[src/rtl/sev_seg_scan_ctrl.sv]
// Multiplexed seven-segment scanner with frame-synchronised loads, PWM dimming and registered outputs.
// Defining SEV_SEG_LZ_BLANK_EN enables leading-zero blanking; the default build shows every nibble.
module sev_seg_scan_ctrl #(
  parameter int NUM_DIGITS     = 8,
  parameter int REFRESH_DIV    = 50000,
  parameter int AN_ACTIVE_LOW  = 1,
  parameter int SEG_ACTIVE_LOW = 1
) (
  input  logic                    clk,
  input  logic                    reset,
  input  logic [4*NUM_DIGITS-1:0] digits_i,
  input  logic [NUM_DIGITS-1:0]   dp_i,
  input  logic [NUM_DIGITS-1:0]   digit_en_i,
  input  logic [3:0]              brightness_i,
  input  logic                    load_i,
  output logic [6:0]              seg_o,
  output logic                    dp_o,
  output logic [NUM_DIGITS-1:0]   an_o,
  output logic                    frame_tick_o
);

  localparam int CNT_W = $clog2(REFRESH_DIV);
  localparam int IDX_W = (NUM_DIGITS > 1) ? $clog2(NUM_DIGITS) : 1;
  localparam logic [CNT_W-1:0] CNT_MAX = CNT_W'(REFRESH_DIV - 1);
  localparam logic [IDX_W-1:0] IDX_MAX = IDX_W'(NUM_DIGITS - 1);
  localparam logic AN_INV  = (AN_ACTIVE_LOW != 0);
  localparam logic SEG_INV = (SEG_ACTIVE_LOW != 0);
  localparam logic [NUM_DIGITS-1:0] AN_OFF  = {NUM_DIGITS{AN_INV}};
  localparam logic [6:0]            SEG_OFF = {7{SEG_INV}};

  logic [CNT_W-1:0]        cnt;
  logic [IDX_W-1:0]        idx;
  logic                    slot_end;
  logic                    wrap;
  logic [4*NUM_DIGITS-1:0] pend_digits;
  logic [NUM_DIGITS-1:0]   pend_dp;
  logic                    pending_flag;
  logic [4*NUM_DIGITS-1:0] disp_digits;
  logic [NUM_DIGITS-1:0]   disp_dp;
  logic                    post_reset;
  logic [25:0]             cnt_x16;
  logic [25:0]             lit_limit;
  logic                    lit;
  logic [3:0]              cur_nib;
  logic                    cur_dp;
  logic                    cur_en;
  logic [NUM_DIGITS-1:0]   an_act;
  logic                    blank;
  logic                    show;
  logic [6:0]              seg_act;
  logic                    dp_act;

  function automatic logic [6:0] hex_to_seg(input logic [3:0] nib);
    case (nib)
      4'h0:    return 7'h3F;
      4'h1:    return 7'h06;
      4'h2:    return 7'h5B;
      4'h3:    return 7'h4F;
      4'h4:    return 7'h66;
      4'h5:    return 7'h6D;
      4'h6:    return 7'h7D;
      4'h7:    return 7'h07;
      4'h8:    return 7'h7F;
      4'h9:    return 7'h6F;
      4'hA:    return 7'h77;
      4'hB:    return 7'h7C;
      4'hC:    return 7'h39;
      4'hD:    return 7'h5E;
      4'hE:    return 7'h79;
      default: return 7'h71;
    endcase
  endfunction

  assign slot_end = (cnt == CNT_MAX);
  assign wrap     = slot_end && (idx == IDX_MAX);

  always_ff @(posedge clk) begin
    if (reset) begin
      cnt <= '0;
      idx <= '0;
    end else if (slot_end) begin
      cnt <= '0;
      idx <= (idx == IDX_MAX) ? '0 : idx + IDX_W'(1);
    end else begin
      cnt <= cnt + CNT_W'(1);
    end
  end

  always_ff @(posedge clk) begin
    if (reset) frame_tick_o <= 1'b0;
    else       frame_tick_o <= wrap;
  end

  // The transfer is written first so a coinciding load still leaves pending_flag set.
  always_ff @(posedge clk) begin
    if (reset) begin
      pend_digits  <= '0;
      pend_dp      <= '0;
      pending_flag <= 1'b0;
      disp_digits  <= '0;
      disp_dp      <= '0;
    end else begin
      if (wrap && pending_flag) begin
        disp_digits  <= pend_digits;
        disp_dp      <= pend_dp;
        pending_flag <= 1'b0;
      end
      if (load_i) begin
        pend_digits  <= digits_i;
        pend_dp      <= dp_i;
        pending_flag <= 1'b1;
      end
    end
  end

  assign cnt_x16   = 26'(cnt) << 4;
  assign lit_limit = (26'(brightness_i) + 26'd1) * 26'(REFRESH_DIV);
  assign lit       = (cnt_x16 < lit_limit);

  always_comb begin
    cur_nib = '0;
    cur_dp  = 1'b0;
    cur_en  = 1'b0;
    an_act  = '0;
    for (int k = 0; k < NUM_DIGITS; k++) begin
      if (idx == IDX_W'(k)) begin
        cur_nib   = disp_digits[4*k +: 4];
        cur_dp    = disp_dp[k];
        cur_en    = digit_en_i[k];
        an_act[k] = digit_en_i[k];
      end
    end
  end

`ifdef SEV_SEG_LZ_BLANK_EN
  logic [IDX_W-1:0] msd;

  // Digit 0 is never blanked, so msd stays 0 for an all-zero display value.
  always_comb begin
    msd = '0;
    for (int k = 1; k < NUM_DIGITS; k++) begin
      if (disp_digits[4*k +: 4] != 4'h0) msd = IDX_W'(k);
    end
  end

  assign blank = (idx > msd);
`else
  assign blank = 1'b0;
`endif

  assign show    = cur_en && lit && !blank;
  assign seg_act = show ? hex_to_seg(cur_nib) : 7'h00;
  assign dp_act  = show && cur_dp;

  always_ff @(posedge clk) begin
    post_reset <= reset;
  end

  // Outputs also stay dark on the first cycle after reset releases.
  always_ff @(posedge clk) begin
    if (reset || post_reset) begin
      an_o  <= AN_OFF;
      seg_o <= SEG_OFF;
      dp_o  <= SEG_INV;
    end else begin
      an_o  <= an_act ^ AN_OFF;
      seg_o <= seg_act ^ SEG_OFF;
      dp_o  <= dp_act ^ SEG_INV;
    end
  end

endmodule

[config.mk]
export PLATFORM = sky130hd
export DESIGN_NAME = sev_seg_scan_ctrl
export DESIGN_NICKNAME = d
export VERILOG_FILES = /design/src/rtl/sev_seg_scan_ctrl.sv
export SDC_FILE = /design/constraint.sdc
export NUM_CORES = 1
export LEC_CHECK = 0
export ABC_AREA = 1
export ABC_CLOCK_PERIOD_IN_PS = 8700
export BUFFER_PORTS_ARGS = -buffer_cell sky130_fd_sc_hd__buf_2
export CAP_MARGIN = 10
export CORE_ASPECT_RATIO = 0.8
export CORE_MARGIN = 3
export CORE_UTILIZATION = 50
export CTS_CLUSTER_DIAMETER = 80
export DETAILED_ROUTE_END_ITERATION = 10
export PLACE_DENSITY = 0.82
export RECOVER_POWER = 25
export SKIP_LAST_GASP = 1
export SYNTH_ARGS = -nofsm -noshare
export SYNTH_HDL_FRONTEND = slang
export SYNTH_SLANG_ARGS = --single-unit
[constraint.sdc]
create_clock -name clk -period 8.7 [get_ports clk]
set_clock_uncertainty 0.1 [all_clocks]
set_input_delay 0.87 -clock clk [delete_from_list [all_inputs] [get_ports clk]]
set_output_delay 0.87 -clock clk [all_outputs]
set_load 0.02 [all_outputs]
==> reports/metrics.yaml <==
wl_per_cell_um: 12.4
max_freq_ghz: 0.215
initial_utilization: 0.523
synth_ff_type: "dfxtp_1"
path_clk_slew_ns: 0.05
finalSetupViolCount: 0
postCtsSetupRepairBufs: 0
post-route-period-util: 0.536
slew_headroom: -0.992
grt_usage: 0.198
coreArea_um2: 11800
wl_mm: 13.1
dp_hpwl_mm: 9.16
vias: 5354
die_x_um: 130
finalCriticalPeriod_ns: 4.66
violations: "capacitance limit, slew limit"
place_congestion: 0.851
ys_seq_area_frac: 0.383
maxCapViolCount: 2
grt_pass1_vias: 4867
first_pass_iters: 5
diodes: 0
synth_cell_type_count: 39
grt_pass1_wl_mm: 22.1
p_int_mw: 1.08
clock-sinks: 118
dieHeight_um: 105
gr-total-overflow: 0
antenna_found_initial: 0
crit_fanout: 8
cts_tree: "built"
worst_ir_drop_vdd_v: 0.000141
crit_path_start_kind: "input port"
outcome: "finished with violations"
tightest_slew_ns: 2.99
cellLeakagePower_nw: 3.35
post-route-drc-count: 0
synth_area_um2: 6160
p_sw_mw: 0.353
dieArea_um2: 13700
nNetsFinal: 1005
via_per_inst: 5.09
syn_nets: 946
nFillCells: 1039
power_density_nw_per_um2: 202
pwr-share-clk: 0.478
insertion_delay_ns: 0.41
area_growth_pct: 15.6
root_buffer: "clkbuf_16"
ios: 72
htreeDepth: 4
seq_power_share: 0.391
drive_gt1_frac: 0.118
endpoint_kind: "flip-flop"
post_cts_resized: 0
swShare: 0.245
final_hold_viol_count: 0
crit_type: "input port to flip-flop"
async_flop_share: 0
hold_path_class: "flip-flop to flip-flop"
grt_max_degree: 84
ys_warn_count: 0
cts_hold_buffers: 0
placementRows: 35
power_frac_comb: 0.131
worstPathArrival_ns: 4.85
layout_commonest_cell: "nand2_1"
layout_common_cells: "140 x nand2_1, 118 x dfxtp_1, 111 x inv_1"
synth_edf_count: 0
antenna_left: 0
fin_util: 0.605
clockBufferDepth: 2
tns_ns: 0
rsz0062_at_grt: "false"
ys_ff_latch: 118
syn_inst: 832
crit_required_ns: 8.89
synth_area_per_cell_um2: 7.40
slew_violations: 166
drtIter0Drc: 472
io_buffers: 71
cts_made_buffers: 17
==> power by group through the flow <==
stage	combinational, mW	clock, mW	sequential, mW
CTS	0.189	0.696	0.562
detailed placement	0.187	0	0.573
floorplan	0.140	0	0.574
global route	0.221	0.718	0.563
finish	0.188	0.687	0.562
global placement	0.183	0	0.573
==> state kept, by name (all words and copies together), names as in the netlist <==
register      flops
disp_digits      32
pend_digits      32
cnt              16
an_o              8
disp_dp           8
pend_dp           8
seg_o             7
idx               3
dp_o              1
frame_tick_o      1
pending_flag      1
post_reset        1
==> cell type report <==
cell class	count	area (µm²)	share of cell area
Clock inverter	7	93.8	0.0132
Tap cell	148	185	0.0260
Sequential cell	118	2360	0.332
Multi-Input combinational cell	559	3190	0.447
Timing Repair Buffer	73	344	0.0483
Inverter	122	458	0.0643
Clock buffer	25	495	0.0695
==> synth_stat cells, drive strengths merged, types with 3 or more instances <==
cell type | count | area share
nand3 | 50 | 0.041
clkinv | 3 | 0.0018
nand2 | 147 | 0.094
ha | 58 | 0.12
or2 | 5 | 0.0051
nor3b | 3 | 0.0037
nor2 | 45 | 0.029
nand4 | 7 | 0.0071
buf | 12 | 0.013
o21bai | 4 | 0.0049
a31oi | 3 | 0.0030
xor2 | 9 | 0.013
clkbuf | 21 | 0.013
dfxtp | 118 | 0.38
nor3 | 14 | 0.013
o21ai | 90 | 0.073
a21oi | 105 | 0.085
xnor2 | 10 | 0.014
inv | 119 | 0.073
==> layer usage <==
metal	GRT usage	up-vias	routed length (µm)
met2	0.295	128	5630
met4	0.0593	0	178
met1	0.282	2354	6610
li1	-	2853	-
met5	0	-	0
met3	0.0476	19	638
==> critical path: stages <==
cell,delay [ns]
buf_2,0.17
ha_1,0.20
xor2_1,0.35
ha_1,0.33
ha_1,0.28
ha_1,0.29
ha_1,0.36
nand2_1,0.07
inv_1,0.07
nand4_1,0.07
nand3_1,0.15
nand3_1,0.13
o21bai_1,0.22
xnor2_1,0.15
ha_1,0.25
nand2_1,0.07
inv_1,0.03
nor3_1,0.15
nand2_1,0.07
nand2_1,0.05
nand2_1,0.04
nand2_1,0.05
nand2_1,0.05
nand2_1,0.07
nand2_1,0.07
inv_2,0.12
nand3_1,0.09
==> final timing paths <==
kind / startpoint / end / slack (ns) / cells past startpoint
setup / recovery: brightness_i[0] / seg_o[3] / 4.04 / 27
hold / removal: pend_digits[22] / disp_digits[22] / 0.35 / 2
setup reg to reg: idx[1] / seg_o[3] / 6.03 / 19
hold reg to reg: pend_digits[22] / disp_digits[22] / 0.35 / 2
==> cell families (layout without fill, tap and decap cells) <==
logic type	Yosys count	after routing	share of synthesized area
adder cells (fa/ha/maj)	59	59	0.121
flip-flops	118	118	0.383
other	1	1	0.000609
XOR/XNOR	19	19	0.0270
AO/OA/AOI/OAI	207	207	0.173
AND/OR/NAND/NOR	273	273	0.195
buffers and inverters	155	227	0.100
==> metrics by stage <==
step,setup WS [ns],instances,total power [mW],hold WS (ns),area (µm²)
2_1_floorplan,4.27,832,0.713,0.330,6160
3_3_place_gp,3.79,1020,0.756,0.342,6560
3_5_place_dp,3.64,1020,0.760,0.342,6560
4_1_cts,4.03,1052,1.45,0.350,7150
5_1_grt,3.59,1052,1.50,0.379,7120
6_report,4.04,1052,1.44,0.351,7120
Power figures use the tool's default switching activity.
